`src/rtl/joy_serial_rx.sv`:
```
// Serial joystick receiver: drives LOAD/CLK to a PISO shift-register chain and publishes PLAYERS*BITS buttons once per frame.
// Optional macro JOY_SERIAL_RX_DEBOUNCE_EN: joystick only updates after two consecutive identical frames.
module joy_serial_rx #(
  parameter int unsigned PLAYERS    = 2,
  parameter int unsigned BITS       = 12,
  parameter int unsigned CLK_DIV    = 24,
  parameter int unsigned GAP_CYCLES = 1024
) (
  input  logic                    clk_sys,
  input  logic                    reset,
  input  logic                    enable,
  input  logic                    joy_data,
  output logic                    joy_clk,
  output logic                    joy_load,
  output logic [PLAYERS*BITS-1:0] joystick,
  output logic                    present,
  output logic                    frame_done
);

  localparam int unsigned N     = PLAYERS * BITS;
  localparam int unsigned DIV_W = (CLK_DIV > 1) ? $clog2(CLK_DIV) : 1;
  localparam int unsigned BIT_W = (N > 1) ? $clog2(N) : 1;
  localparam int unsigned GAP_W = (GAP_CYCLES > 1) ? $clog2(GAP_CYCLES) : 1;

  typedef enum logic [2:0] {
    S_IDLE,
    S_LOAD,
    S_SETTLE,
    S_SAMPLE,
    S_SHIFT,
    S_LATCH,
    S_GAP
  } state_e;

  state_e           state_q, state_d;
  logic [DIV_W-1:0] div_q, div_d;
  logic [BIT_W-1:0] bit_q, bit_d;
  logic [GAP_W-1:0] gap_q, gap_d;
  logic [N-1:0]     shift_q, shift_d;
  logic [N-1:0]     joystick_q, joystick_d;
  logic             present_q, present_d;
  logic             frame_done_q, frame_done_d;
  logic             joy_clk_q, joy_clk_d;
  logic             joy_load_q, joy_load_d;
`ifdef JOY_SERIAL_RX_DEBOUNCE_EN
  logic [N-1:0]     prev_q, prev_d;
`endif

  logic tick;
  logic last_bit;
  logic gap_end;
  logic disconnected;

  assign tick     = (div_q == DIV_W'(CLK_DIV - 1));
  assign last_bit = (bit_q == BIT_W'(N - 1));
  assign gap_end  = (gap_q == GAP_W'(GAP_CYCLES - 1));
  // Every raw bit sampled low means every inverted bit is high: the line is stuck low.
  assign disconnected = &shift_q;

  // State register
  always_ff @(posedge clk_sys) begin
    if (reset) begin
      state_q <= S_IDLE;
    end else begin
      state_q <= state_d;
    end
  end

  // Next-state logic; dropping enable aborts only at a half-period boundary
  always_comb begin
    state_d = state_q;
    unique case (state_q)
      S_IDLE:   if (enable) state_d = S_LOAD;
      S_LOAD:   if (tick) state_d = enable ? S_SETTLE : S_IDLE;
      S_SETTLE: if (tick) state_d = enable ? S_SAMPLE : S_IDLE;
      S_SAMPLE: if (tick) state_d = enable ? S_SHIFT : S_IDLE;
      S_SHIFT: begin
        if (tick) begin
          if (!enable)      state_d = S_IDLE;
          else if (last_bit) state_d = S_LATCH;
          else               state_d = S_SAMPLE;
        end
      end
      S_LATCH:  state_d = S_GAP;
      S_GAP:    if (gap_end) state_d = enable ? S_LOAD : S_IDLE;
      default:  state_d = S_IDLE;
    endcase
  end

  // Counters and shift register
  always_comb begin
    div_d   = '0;
    bit_d   = bit_q;
    gap_d   = '0;
    shift_d = shift_q;
    unique case (state_q)
      S_LOAD, S_SETTLE, S_SAMPLE, S_SHIFT: div_d = tick ? '0 : div_q + DIV_W'(1);
      default: div_d = '0;
    endcase
    if (state_q == S_SETTLE && tick) begin
      bit_d = '0;
    end
    if (state_q == S_SHIFT && tick && !last_bit) begin
      bit_d = bit_q + BIT_W'(1);
    end
    if (state_q == S_SAMPLE && tick) begin
      shift_d[bit_q] = ~joy_data;
    end
    if (state_q == S_GAP) begin
      gap_d = gap_end ? '0 : gap_q + GAP_W'(1);
    end
  end

  // Output logic; pin outputs are registered from the next state so they line up with state_q
  always_comb begin
    joystick_d   = joystick_q;
    present_d    = present_q;
    frame_done_d = (state_q == S_LATCH);
    joy_clk_d    = (state_d == S_SHIFT);
    joy_load_d   = (state_d != S_LOAD);
`ifdef JOY_SERIAL_RX_DEBOUNCE_EN
    prev_d       = prev_q;
`endif
    if (state_q == S_LATCH) begin
      if (disconnected) begin
        joystick_d = '0;
        present_d  = 1'b0;
`ifdef JOY_SERIAL_RX_DEBOUNCE_EN
        prev_d     = '0;
`endif
      end else begin
        present_d  = 1'b1;
`ifdef JOY_SERIAL_RX_DEBOUNCE_EN
        if (shift_q == prev_q) begin
          joystick_d = shift_q;
        end
        prev_d = shift_q;
`else
        joystick_d = shift_q;
`endif
      end
    end
  end

  always_ff @(posedge clk_sys) begin
    if (reset) begin
      div_q        <= '0;
      bit_q        <= '0;
      gap_q        <= '0;
      shift_q      <= '0;
      joystick_q   <= '0;
      present_q    <= 1'b0;
      frame_done_q <= 1'b0;
      joy_clk_q    <= 1'b0;
      joy_load_q   <= 1'b1;
`ifdef JOY_SERIAL_RX_DEBOUNCE_EN
      prev_q       <= '0;
`endif
    end else begin
      div_q        <= div_d;
      bit_q        <= bit_d;
      gap_q        <= gap_d;
      shift_q      <= shift_d;
      joystick_q   <= joystick_d;
      present_q    <= present_d;
      frame_done_q <= frame_done_d;
      joy_clk_q    <= joy_clk_d;
      joy_load_q   <= joy_load_d;
`ifdef JOY_SERIAL_RX_DEBOUNCE_EN
      prev_q       <= prev_d;
`endif
    end
  end

  assign joy_clk    = joy_clk_q;
  assign joy_load   = joy_load_q;
  assign joystick   = joystick_q;
  assign present    = present_q;
  assign frame_done = frame_done_q;

endmodule
```
`config.mk`:
```
export PLATFORM = sky130hd
export DESIGN_NAME = joy_serial_rx
export DESIGN_NICKNAME = d
export VERILOG_FILES = /design/src/rtl/joy_serial_rx.sv
export SDC_FILE = /design/constraint.sdc
export NUM_CORES = 1
export LEC_CHECK = 0
export ABC_AREA = 1
export BUFFER_PORTS_ARGS = -buffer_cell sky130_fd_sc_hd__buf_2
export CAP_MARGIN = 20
export CORE_AREA = 2 2 82 84
export CTS_CLUSTER_SIZE = 14
export DETAILED_ROUTE_END_ITERATION = 10
export DIE_AREA = 0 0 84 86
export PLACE_DENSITY = 0.81
export REMOVE_ABC_BUFFERS = 1
export SLEW_MARGIN = 20
export SYNTH_ARGS = -nofsm -noshare
export SYNTH_HDL_FRONTEND = slang
export SYNTH_SLANG_ARGS = --single-unit
```
`constraint.sdc`:
```
create_clock -name clk_sys -period 1.5 [get_ports clk_sys]
set_clock_uncertainty 0.2 [all_clocks]
set_input_delay 0.375 -clock clk_sys [delete_from_list [all_inputs] [get_ports clk_sys]]
set_output_delay 0.375 -clock clk_sys [all_outputs]
set_load 0.02 [all_outputs]
```
; Word level (Yosys, flattened, before mapping)
; Index checks and enable logic that the tools add are counted.
[totals]
regBits = 75
elab_cells = 61
[classes]
n_addsub = 3
n_lt_le_gt_ge = 2
n_eq_ne = 11
mux = 20
n_bitwise = 3
n_reduce_logical = 12
[op_table]
columns = cell, n
row1 = 2-to-1 mux 3 bit, 9
row2 = bitwise mux 24 bit, 1
row3 = 2-to-1 mux 24 bit, 1
row4 = AND reduction 24 bit, 1
row5 = case mux 3 bit (7 select lines), 1
row6 = "equality test 3 bit, second input constant", 4
row7 = "adder 10 x 1 -> 10 bit, second input constant", 1
row8 = "adder 5 x 1 -> 5 bit, second input constant", 2
row9 = "equality test 10 bit, second input constant", 1
row10 = "equality test 5 bit, second input constant", 2
row11 = 2-to-1 mux 5 bit, 2
row12 = "equality test 3 x 2 -> 1 bit, second input constant", 2
row13 = "less-than comparator 5 x 6 -> 1 bit, second input constant", 1
row14 = OR reduction 3 bit, 2
row15 = demux 1 bit (select 5 bit), 1
row16 = "greater-or-equal comparator 5 x 1 -> 1 bit, second input constant", 1
row17 = logical AND 1 bit, 5
row18 = 2-to-1 mux 2 bit, 2
row19 = OR reduction 4 bit, 1
row20 = "equality test 3 x 1 -> 1 bit, second input constant", 1
row21 = zero test 3 bit, 1
row22 = 2-to-1 mux 1 bit, 3
row23 = "inequality test 3 x 1 -> 1 bit, second input constant", 1
row24 = NOT 1 bit, 3
row25 = 2 further kinds, 2

; Logic depth before layout (Yosys ltp)
[depth]
word_depth = 6
ltp_mapped = 10

; Worst setup path before layout
; Ideal clock, no wire load.
[synth_path]
path_kind = register -> register
start = register div_q[0]
end = register bit_q[0]
setup_ps = 116
arrival_time_ps = 1265
required_time_ps = 1184
setup_slack_ps = -81
path_stages_with_launch = 8
path_buffers = 0
synth_period_minus_slack_ps = 1581
path_cell_list = dfxtp_1 -> ha_1 -> nand2_1 -> inv_1 -> nand2_4 -> or2_2 -> a21oi_1 -> nor2_1
[synth_via]
elab_chain_cells = 4
[synth_rtl]
columns = element, line_no
row1 = "start, declared", 36  ; logic [DIV_W-1:0] div_q, div_d;
row2 = "start signal, assigned", 160  ; div_q <= div_d;
row3 = equality test 5 bit *, 54  ; assign tick = (div_q == DIV_W'(CLK_DIV - 1));
row4 = logical AND 1 bit (2 in series), 103  ; if (state_q == S_SHIFT && tick && !last_bit) begin
row5 = 2-to-1 mux 5 bit / nonzero test 2 bit (equally long branches), n/a
row6 = "end signal, assigned", 161  ; bit_q <= bit_d;
row7 = "end, declared", 37  ; logic [BIT_W-1:0] bit_q, bit_d;
; Mark *: on every way between the ends. The rest lies on a longest branch, timed or not.
; A chain may end at the register's enable or synchronous reset.

; Final worst setup path
[layout_path]
start = register div_q[0]
end = register shift_q[14]
[layout_via]
elab_chain_cells = 2
[layout_rtl]
columns = element, line_no
row1 = equality test 5 bit, 54
row2 = logical AND 1 bit, 106  ; if (state_q == S_SAMPLE && tick) begin
row3 = "end signal, assigned", 163  ; shift_q <= shift_d;
row4 = "end, declared", 39  ; logic [N-1:0] shift_q, shift_d;
; No other way between the ends.

==> results.json <==
{
  "required_ps": 1550,
  "first_pass_iters": 5,
  "cts_max_path_buffers": 2,
  "drt-total-wl_mm": 9.35,
  "layout_common_cells": "68 x nand2_1, 60 x dfxtp_1, 47 x a21oi_1",
  "hold_class": "in2reg",
  "antenna_left": 0,
  "min_period_ps": 1760,
  "design.die.area_um2": 7220,
  "drc": 0,
  "yosysSeqAreaShare_pct": 46.8,
  "die_x_um": 84,
  "end_kind": "flip-flop",
  "grt_pass1_vias": 2897,
  "num_vias": 3348,
  "power.density_nw_per_um2": 899,
  "core_um2": 6280,
  "drive_above_1_share_pct": 36.8,
  "synth_cell_type_count": 29,
  "worst_pin_slew_ps": 399,
  "drv_cap": 0,
  "tns_ps": -6180,
  "setup_ws_ps": -257,
  "fin_util_pct": 69.9,
  "ios": 32,
  "cp_max_fo": 6,
  "dr.first_iter.drc_count": 243,
  "timing.slew.headroom_pct": 73.4,
  "area_growth_pct": 36.8,
  "hold_viol": 0,
  "grt_max_degree": 34,
  "grt_pass1_wl_mm": 13.2,
  "clock_latency_ps": 360,
  "synth_area_um2": 3210,
  "numCtsBuffers": 9,
  "grt.busiest_layer": "met2",
  "grtUsageMet1_pct": 27.3,
  "power.static_leakage_nw": 1.75,
  "grt_overflow": 0,
  "yosys_warnings": 0,
  "cts_tree": "yes",
  "wl_per_cell_um": 16.1,
  "finalCritPeriodShare_pct": 117,
  "synth_top_area_share_pct": 46.8,
  "grtUsageMet2_pct": 38.7,
  "rsz0062_at_grt": "yes",
  "synth-seq-cells": 75,
  "io_buffers": 31,
  "fmax_ghz": 0.569,
  "die_h_um": 86,
  "clkSinkCount": 75,
  "peakVddDrop_mv": 0.665,
  "status": "finished with violations",
  "syn_inst": 427,
  "antenna_found_initial": 0,
  "start_kind": "flip-flop",
  "cp_data_arrival_time_ps": 1810,
  "grtUsageTotal_pct": 22.4,
  "nets": 508,
  "vias_per_cell": 5.77,
  "hold_slack_ps": 211,
  "met3_usage_pct": 3.46,
  "post-place-ws_ps": -224,
  "avgSynthCellArea_um2": 7.51,
  "initial_core_util_pct": 51.1,
  "cts-root-buf": "clkbuf_8",
  "slew_violations": 0,
  "dp_hpwl_mm": 5.03,
  "yosysTopAreaCell": "dfxtp_1",
  "synthTopCellsByArea": "dfxtp_1 47%, a21oi_1 9.1%, nand2_1 8.4%",
  "fill_cells": 433,
  "finalSetupViolations": 44,
  "h-tree-depth": 3,
  "n_antenna_cell": 0,
  "hold_buffers": 0,
  "rows": 29,
  "failed_checks": "setup timing",
  "criticalPathCategory": "reg2reg",
  "layout_commonest_cell": "nand2_1",
  "finalWeightedCongestion": 0.872,
  "clkTransAtPathRegs_ps": 80
}
[cell type report]
cell class                 count  area (µm²)  share of cell area [%]
timing repair buffer          74         541                    12.3
multi-input combinational    307        1870                    42.7
clock buffer                  11         151                    3.45
sequential                    75        1520                    34.7
inverter                      31         121                    2.77
clock inverter                 5        83.8                    1.91
tap                           77        96.3                    2.20
[flip-flops by register name (all words and copies together), names as in the netlist, 3 cells and up]
register	count
joystick	24
shift_q	24
gap_q	10
bit_q	5
div_q	5
state_q	3
[through the flow]
| step | area, µm² | instances | total power [mW] |
|---|---|---|---|
| 2_1_floorplan | 3140 | 413 | 2.09 |
| 3_3_place_gp | 3640 | 551 | 2.14 |
| 3_5_place_dp | 3640 | 551 | 2.14 |
| 4_1_cts | 4040 | 569 | 3.92 |
| 5_1_grt | 4390 | 580 | 4.04 |
| 6_report | 4390 | 580 | 3.94 |
[repair_timing]
item	4_1_cts	5_1_grt
endpoints found under the setup margin	34	74
buffers inserted	2	10
pin swaps	10	17
resized for setup	44	85
gates cloned	0	1
[synthesized netlist by cell type (all sizes together)]
master,number
nand2,77
dfxtp,75
nor2,65
a21oi,58
nand3,51
inv,30
o21ai,30
clkbuf,9
ha,6
buf,5
nand4,4
nor3,3
nor3b,3
xor2,3
or2,2
xnor2,2
clkinv,1
o211ai,1
o31ai,1
or3,1
[critical path: stages (launching register included)]
cell and delay, ps:
dfxtp_2 360, ha_4 150, nand2_4 60, inv_4 70, nand2_4 70, nor2_8 170, buf_6 140, nand2_8 90
nor2_4 160, buf_6 120, a21oi_2 50
[worst paths after layout]
kind	startpoint	endpoint	slack (ps)	depth (start not counted)
hold / removal	enable	state_q[2]	210	5
hold reg to reg	joystick[14]	joystick[14]	260	2
setup reg to reg	div_q[0]	shift_q[14]	-260	10
setup / recovery	div_q[0]	shift_q[14]	-260	10
[kinds of logic after synthesis]
family                     after synthesis  synth area share (%)
and+or+nand+nor                        206                  29.7
xor gates and xnor gates                 5                  1.37
DFF                                     75                  46.8
buffers and inverters                   45                  5.58
adders and majority gates                6                  2.34
AOI/OAI and AO/OA                       90                  14.2
[layer usage]
layer,wire [µm],vias up
li1,-,1556
met1,3700,1596
met2,4780,170
met3,589,26
met4,272,0
met5,0,-
[report_power, final]
part	switching (mW)	total, mW	internal, mW
clock network	0.794	1.83	1.03
logic	0.0764	0.112	0.0360
registers	0.00710	2.00	2.00
total	0.878	3.94	3.07
Power figures use the tool's default switching activity.
